==> src/rtl/lcd_stream_unpacker_pkg.sv <==
`default_nettype none
// ------------------------------------------------------------------------
// FrameUploaderTypes: marker constants and types of the tagged frame stream.
// Rev 1.0
// ------------------------------------------------------------------------
package FrameUploaderTypes;

  localparam logic [16:0] STREAM_FRAME_START = 17'h10000;
  localparam logic [16:0] STREAM_ROW_START   = 17'h10001;
  localparam logic [16:0] STREAM_FRAME_END   = 17'h1FFFF;

  typedef enum logic [2:0] {
    ERR_NONE          = 3'd0,
    ERR_SHORT_ROW     = 3'd1,
    ERR_LONG_ROW      = 3'd2,
    ERR_SHORT_FRAME   = 3'd3,
    ERR_BAD_MARKER    = 3'd4,
    ERR_LONG_FRAME    = 3'd5,
    ERR_UNEXPECTED_FS = 3'd6
  } stream_err_t;

  typedef enum logic [1:0] {
    ST_WAIT_FRAME = 2'd0,
    ST_WAIT_ROW   = 2'd1,
    ST_PIXELS     = 2'd2
  } stream_state_t;

  typedef enum logic [2:0] {
    WORD_PIX = 3'd0,
    WORD_FS  = 3'd1,
    WORD_RS  = 3'd2,
    WORD_FE  = 3'd3,
    WORD_BAD = 3'd4
  } word_class_t;

  typedef struct packed {
    logic        sof;
    logic        eol;
    logic        eof;
    logic [15:0] data;
  } pix_beat_t;

  function automatic word_class_t classify_word(input logic [16:0] word);
    word_class_t cls;
    if (!word[16])                         cls = WORD_PIX;
    else if (word == STREAM_FRAME_START)   cls = WORD_FS;
    else if (word == STREAM_ROW_START)     cls = WORD_RS;
    else if (word == STREAM_FRAME_END)     cls = WORD_FE;
    else                                   cls = WORD_BAD;
    return cls;
  endfunction

endpackage
`default_nettype wire

==> src/rtl/lcd_stream_unpacker_skid_buffer.sv <==
`default_nettype none
// ------------------------------------------------------------------------
// stream_skid_buffer: 2-entry valid/ready buffer for tagged pixel beats.
// Rev 1.0
// ------------------------------------------------------------------------
module stream_skid_buffer
  import FrameUploaderTypes::*;
(
  input  logic       clk,
  input  logic       rst_n,
  input  logic       in_valid,
  input  pix_beat_t  in_beat,
  output logic       out_valid,
  output pix_beat_t  out_beat,
  input  logic       out_ready,
  output logic [1:0] level
);

  pix_beat_t  slot0_q, slot0_d;
  pix_beat_t  slot1_q, slot1_d;
  logic [1:0] count_q, count_d;
  logic       pop;
  logic [1:0] keep;

  // level is the occupancy left after this cycle's pop, so the read gate can
  // refill a slot that is being drained and sustain one beat per clock.
  always_comb begin
    pop     = (count_q != 2'd0) && out_ready;
    keep    = count_q - {1'b0, pop};
    slot0_d = slot0_q;
    slot1_d = slot1_q;
    if (pop) slot0_d = slot1_q;
    if (in_valid) begin
      if (keep == 2'd0) slot0_d = in_beat;
      else              slot1_d = in_beat;
    end
    count_d = keep + {1'b0, in_valid};
  end

  always_ff @(posedge clk) begin
    if (!rst_n) begin
      slot0_q <= '0;
      slot1_q <= '0;
      count_q <= 2'd0;
    end else begin
      slot0_q <= slot0_d;
      slot1_q <= slot1_d;
      count_q <= count_d;
    end
  end

  assign out_valid = (count_q != 2'd0);
  assign out_beat  = slot0_q;
  assign level     = keep;

endmodule
`default_nettype wire

==> src/rtl/lcd_stream_unpacker.sv <==
`default_nettype none
// ------------------------------------------------------------------------
// lcd_stream_unpacker: checks tagged FIFO frames, emits RGB565 beats. Rev 1.0
// ------------------------------------------------------------------------
module lcd_stream_unpacker
  import FrameUploaderTypes::*;
#(
  parameter int FRAME_WIDTH  = 23,
  parameter int FRAME_HEIGHT = 17
) (
  input  logic        clk,
  input  logic        rst_n,
  input  logic        queue_empty,
  input  logic [16:0] queue_data,
  output logic        queue_rd_en,
  output logic [15:0] pix_data,
  output logic        pix_valid,
  input  logic        pix_ready,
  output logic        pix_sof,
  output logic        pix_eol,
  output logic        pix_eof,
  output logic        error_o,
  output logic [2:0]  error_code,
  output logic [15:0] frames_done
);

  localparam int COL_W = $clog2(FRAME_WIDTH);
  localparam int ROW_W = $clog2(FRAME_HEIGHT + 1);
  localparam logic [COL_W-1:0] LAST_COL = COL_W'(FRAME_WIDTH - 1);
  localparam logic [ROW_W-1:0] LAST_ROW = ROW_W'(FRAME_HEIGHT - 1);
  localparam logic [ROW_W-1:0] ALL_ROWS = ROW_W'(FRAME_HEIGHT);

  stream_state_t    state_q, state_d;
  logic [ROW_W-1:0] row_q, row_d;
  logic [COL_W-1:0] col_q, col_d;
  logic [15:0]      frames_done_q, frames_done_d;
  stream_err_t      error_code_q, error_code_d;
  logic             error_q, error_d;
  logic             inflight_q;
  logic             fault;
  stream_err_t      fault_code;
  word_class_t      word_cls;
  logic             push;
  pix_beat_t        push_beat;
  pix_beat_t        out_beat;
  logic [1:0]       buf_level;

  assign queue_rd_en = rst_n && !queue_empty && ((buf_level + {1'b0, inflight_q}) < 2'd2);

  always_comb begin
    state_d       = state_q;
    row_d         = row_q;
    col_d         = col_q;
    frames_done_d = frames_done_q;
    error_code_d  = error_code_q;
    error_d       = 1'b0;
    fault         = 1'b0;
    fault_code    = ERR_NONE;
    push          = 1'b0;
    word_cls      = classify_word(queue_data);
    push_beat     = '{sof:  (row_q == '0) && (col_q == '0),
                      eol:  (col_q == LAST_COL),
                      eof:  (col_q == LAST_COL) && (row_q == LAST_ROW),
                      data: queue_data[15:0]};
    if (inflight_q) begin
      if (word_cls == WORD_BAD) begin
        fault      = 1'b1;
        fault_code = ERR_BAD_MARKER;
      end else if (word_cls == WORD_FS) begin
        // A stray FS is still a valid frame start: log it and adopt it.
        if (state_q != ST_WAIT_FRAME) begin
          error_d      = 1'b1;
          error_code_d = ERR_UNEXPECTED_FS;
        end
        state_d = ST_WAIT_ROW;
        row_d   = '0;
      end else begin
        case (state_q)
          ST_WAIT_ROW: begin
            if (word_cls == WORD_RS) begin
              if (row_q == ALL_ROWS) begin
                fault      = 1'b1;
                fault_code = ERR_LONG_FRAME;
              end else begin
                state_d = ST_PIXELS;
                col_d   = '0;
              end
            end else if (word_cls == WORD_FE) begin
              if (row_q == ALL_ROWS) begin
                state_d       = ST_WAIT_FRAME;
                frames_done_d = frames_done_q + 16'd1;
              end else begin
                fault      = 1'b1;
                fault_code = ERR_SHORT_FRAME;
              end
            end else begin
              fault      = 1'b1;
              fault_code = ERR_LONG_ROW;
            end
          end
          ST_PIXELS: begin
            if (word_cls == WORD_PIX) begin
              push = 1'b1;
              if (col_q == LAST_COL) begin
                row_d   = row_q + ROW_W'(1);
                state_d = ST_WAIT_ROW;
              end else begin
                col_d = col_q + COL_W'(1);
              end
            end else begin
              fault      = 1'b1;
              fault_code = ERR_SHORT_ROW;
            end
          end
          default: ;
        endcase
      end
    end
    if (fault) begin
      error_d      = 1'b1;
      error_code_d = fault_code;
      state_d      = ST_WAIT_FRAME;
    end
  end

  always_ff @(posedge clk) begin
    if (!rst_n) begin
      state_q       <= ST_WAIT_FRAME;
      row_q         <= '0;
      col_q         <= '0;
      frames_done_q <= 16'd0;
      error_code_q  <= ERR_NONE;
      error_q       <= 1'b0;
      inflight_q    <= 1'b0;
    end else begin
      state_q       <= state_d;
      row_q         <= row_d;
      col_q         <= col_d;
      frames_done_q <= frames_done_d;
      error_code_q  <= error_code_d;
      error_q       <= error_d;
      inflight_q    <= queue_rd_en;
    end
  end

  stream_skid_buffer u_skid (
    .clk       (clk),
    .rst_n     (rst_n),
    .in_valid  (push),
    .in_beat   (push_beat),
    .out_valid (pix_valid),
    .out_beat  (out_beat),
    .out_ready (pix_ready),
    .level     (buf_level)
  );

  assign pix_data    = out_beat.data;
  assign pix_sof     = out_beat.sof;
  assign pix_eol     = out_beat.eol;
  assign pix_eof     = out_beat.eof;
  assign error_o     = error_q;
  assign error_code  = error_code_q;
  assign frames_done = frames_done_q;

endmodule
`default_nettype wire
==> config.mk <==
export PLATFORM = sky130hd
export DESIGN_NAME = lcd_stream_unpacker
export DESIGN_NICKNAME = d
export VERILOG_FILES = /design/src/rtl/lcd_stream_unpacker_pkg.sv /design/src/rtl/lcd_stream_unpacker_skid_buffer.sv /design/src/rtl/lcd_stream_unpacker.sv
export SDC_FILE = /design/constraint.sdc
export NUM_CORES = 1
export LEC_CHECK = 0
export ABC_CLOCK_PERIOD_IN_PS = 3000
export BUFFER_PORTS_ARGS = -buffer_cell sky130_fd_sc_hd__buf_2
export CORE_ASPECT_RATIO = 1.5
export CORE_UTILIZATION = 56
export CTS_CLUSTER_DIAMETER = 100
export DETAILED_ROUTE_END_ITERATION = 7
export GPL_TIMING_DRIVEN = 0
export MAX_ROUTING_LAYER = met4
export PLACE_DENSITY_LB_ADDON = 0.25
export REMOVE_ABC_BUFFERS = 1
export SLEW_MARGIN = 0
export SYNTH_ARGS = -nofsm -noshare
export SYNTH_HDL_FRONTEND = slang
export SYNTH_SLANG_ARGS = --single-unit
==> constraint.sdc <==
create_clock -name clk -period 3 [get_ports clk]
set_clock_uncertainty 0.2 [all_clocks]
set_input_delay 0.75 -clock clk [delete_from_list [all_inputs] [get_ports clk]]
set_output_delay 0.75 -clock clk [all_outputs]
set_load 0.005 [all_outputs]
==> flow_summary_export.csv <==
group,metric,value,unit
clocking,cts_hold_buf,0,
clocking,htree_levels,3,
global_routing,overflow,0,
logic_synthesis,ys.flop_type,"dfxtp_1",
setup_path,critical_path_class,"flop to output pin",
floorplanning,rows,35,
pwr,power.leakage,1.82,nW
clocking,cts-root-buf,"clkbuf_8",
clocking,cts_inserted_buffers,9,
setup_path,cp_data_arrival_time,2.03,ns
setup_path,worstPathMaxFanout,3,
setup_path,crit_required,2.05,ns
timing,relSlewSlack,50.1,%
global_routing,first_global_vias,3211,
route,firstDrtPassIters,4,
timing,finalCritPeriodShare,99.3,%
place,pre_cts_ws,-1.31,ns
clocking,insertion_delay,0.36,ns
timing,drv_slew,0,
place,port_buffers,61,
clocking,clock_sinks,73,
floorplanning,die_w,68.1,microns
finish,area_growth,18.0,%
logic_synthesis,netlist_area,3670,sq um
setup_path,startpoint_type,"flop",
timing,timing.setup.tns,0,ns
floorplanning,num_io_pins,62,
logic_synthesis,synth_warnings,0,
logic_synthesis,synth_cell_types,52,
pwr,intPower,0.00164,W
floorplanning,fp.dieH,101,microns
pwr,p_switching,0.000574,W
clocking,tritoncts,"built",
logic_synthesis,async_flop_share,0,%
timing,tightest_slew,0.737,ns
place,dp_hpwl,5.91,mm
setup_path,slowest_delay,0.34,ns
finish,drive_gt1_share,20.5,%
timing,layout_setup_ws,0.0212,ns
pwr,combPwrFrac,11.4,%
finish,finalNetCount,525,
logic_synthesis,synth_area_per_cell,8.37,sq um
worst_hold_path,hold_path_class,"flop to flop",
route,wl,9.06,mm
clocking,clockBufferDepth,2,
logic_synthesis,synth_seq_cells,73,
floorplanning,start_util,59.0,%
status,status,"complete, no violations",
place,gp_routability_congestion,0.896,
floorplanning,dieArea,6880,sq um
global_routing,grt_max_degree,64,
route,post_drt_wl_per_cell,15.9,microns
pwr,clkPwrFrac,43.7,%
finish,n_antenna_cell,0,
logic_synthesis,synth.top_cell.area_share,39.8,%
setup_path,path_cells,"or2_4 > nand2_8 > inv_1 > ha_4 > xnor2_2 > xnor2_1 > nor3_1 > buf_2",
logic_synthesis,synth_area_leaders,"dfxtp_1, nand2_1, mux2i_1",
route,drc,0,
timing,setup_viol,0,
timing,hold_viol_final,0,
route,routed-via-count,3441,
logic_synthesis,synthCells,438,
setup_path,worstSetupEndpointType,"output pin",
job,drv_cap,0,
logic_synthesis,yosys.area.top_type,"dfxtp_1",
timing,fmax,336,MHz
route,vias_per_cell,6.03,
route,ant_nets,0,
global_routing,antenna_found_initial,0,
route,drt_iter0_drc,202,
logic_synthesis,synth-edff-count,0,
clocking,clk_pin_slew,0.07,ns
timing,grt_setup_unrepaired,"false",
global_routing,grt_pass1_wl,14.7,mm
pwr,ir_drop,0.354,mV
pwr,sw_frac_of_total,26.0,%
logic_synthesis,seq_area_frac_synth,39.8,%
pwr,power_density,511,nW/um^2
timing,period_needed,2.98,ns
setup_path,crit_slowest_cell,"dfxtp_1",
pwr,power.share.sequential,44.9,%
floorplanning,core-area,6220,sq um
pwr,power,0.00221,W
global_routing,gr-usage-all-layers,29.2,%
setup_path,r2r_slack,0.37,ns
finish,final_util,69.6,%
-- critical path, delay by kind of cell (launching register included) --
kind	cells	cell delay [ns]
AND/OR/NAND/NOR	3	0.60
XOR/XNOR	2	0.35
flip-flops	1	0.34
buffers and inverters	2	0.22
adder cells (fa/ha/maj)	1	0.16
-- cells by family after synthesis --
logic type	count (synthesis)	share of synthesized area, %
DFF	73	39.8
and+or+nand+nor	184	26.6
muxes	20	5.46
adders and majority gates	12	4.09
xor gates and xnor gates	9	2.15
buffers and inverters	40	4.33
AOI/OAI and AO/OA	100	17.5
-- power groups by stage --
stage          logic (W)  registers, W  clock network, W
2_1_floorplan   0.000115       0.00101                 0
3_3_place_gp    0.000180       0.00101                 0
3_5_place_dp    0.000181       0.00101                 0
4_1_cts         0.000229      0.000991          0.000969
5_1_grt         0.000263      0.000994           0.00102
6_report        0.000251      0.000993          0.000966
-- layout by cell type, fill, tap and decap left out, drive strengths merged, types with 6 or more instances in the layout --
master and count:
a211oi 22, a21oi 37, and2 7, buf 64
clkbuf 9, dfxtp 73, ha 12, inv 19
mux2i 20, nand2 56, nand3 15, nand4 14
nor2 40, nor3 12, nor4 6, o21ai 16
o31ai 7, or3 10
-- cell usage after synthesis (4+ instances only) --
cell,instances
xnor2_1,4
dfxtp_1,73
nor2_1,40
clkbuf_1,15
nand3_1,15
nor3_1,11
nand2_1,55
and3_1,5
nand4_1,12
or3_1,10
and4_1,4
ha_1,12
or4_1,5
and2_1,7
o21ai_0,13
a21oi_1,37
buf_2,7
a211oi_1,21
xor2_1,5
o31ai_1,6
mux2i_1,20
inv_1,16
-- through the flow --
stage	instances	area, sq um	hold slack, ns
global route	571	4330	0.274
CTS	569	4300	0.258
detailed placement	551	3970	0.248
floorplan	416	3580	0.236
global placement	551	3970	0.241
finish	571	4330	0.254
-- what timing repair did --
item                                    4_1_cts  5_1_grt
gates cloned                                  1        0
pin swaps                                     2        1
buffers inserted                              1        2
gates resized for setup                      10        4
endpoints found under the setup margin       39       42
-- metal layers --
layer  GRT usage, %  vias to the layer above  wire length [microns]
met5              -                        -                      0
met4           13.8                        0                    230
met3           5.54                       19                    381
met2           48.9                       91                   4790
met1           32.4                     1638                   3660
li1               -                     1693                      -
-- state kept, by name (all words and copies together), names as in the netlist --
signal / flops
inflight_q: 1
u_skid.out_beat: 19
frames_done: 16
row_q: 5
u_skid.count_q: 2
u_skid.slot1_q: 19
col_q: 5
state_q: 2
error_code: 3
error_o: 1
-- path summary, 6_finish.rpt --
check                                   startpoint  cells after the start                 end
worst max-delay path             u_skid.count_q[1]                      8         queue_rd_en
worst min-delay path            u_skid.slot1_q[12]                      2  u_skid.slot1_q[12]
worst max register to register          state_q[0]                      7  u_skid.slot1_q[14]
worst min register to register  u_skid.slot1_q[12]                      2  u_skid.slot1_q[12]
-- cell type report --
type                            instances  area [sq um]
Clock inverter                          7           125
Multi-Input combinational cell        326          2120
Sequential cell                        73          1460
Tap cell                               74          92.6
Fill cell                             481          1890
Timing Repair Buffer                   64           328
Clock buffer                            9           124
Inverter                               18          73.8
(Power assumes the default switching activity.)
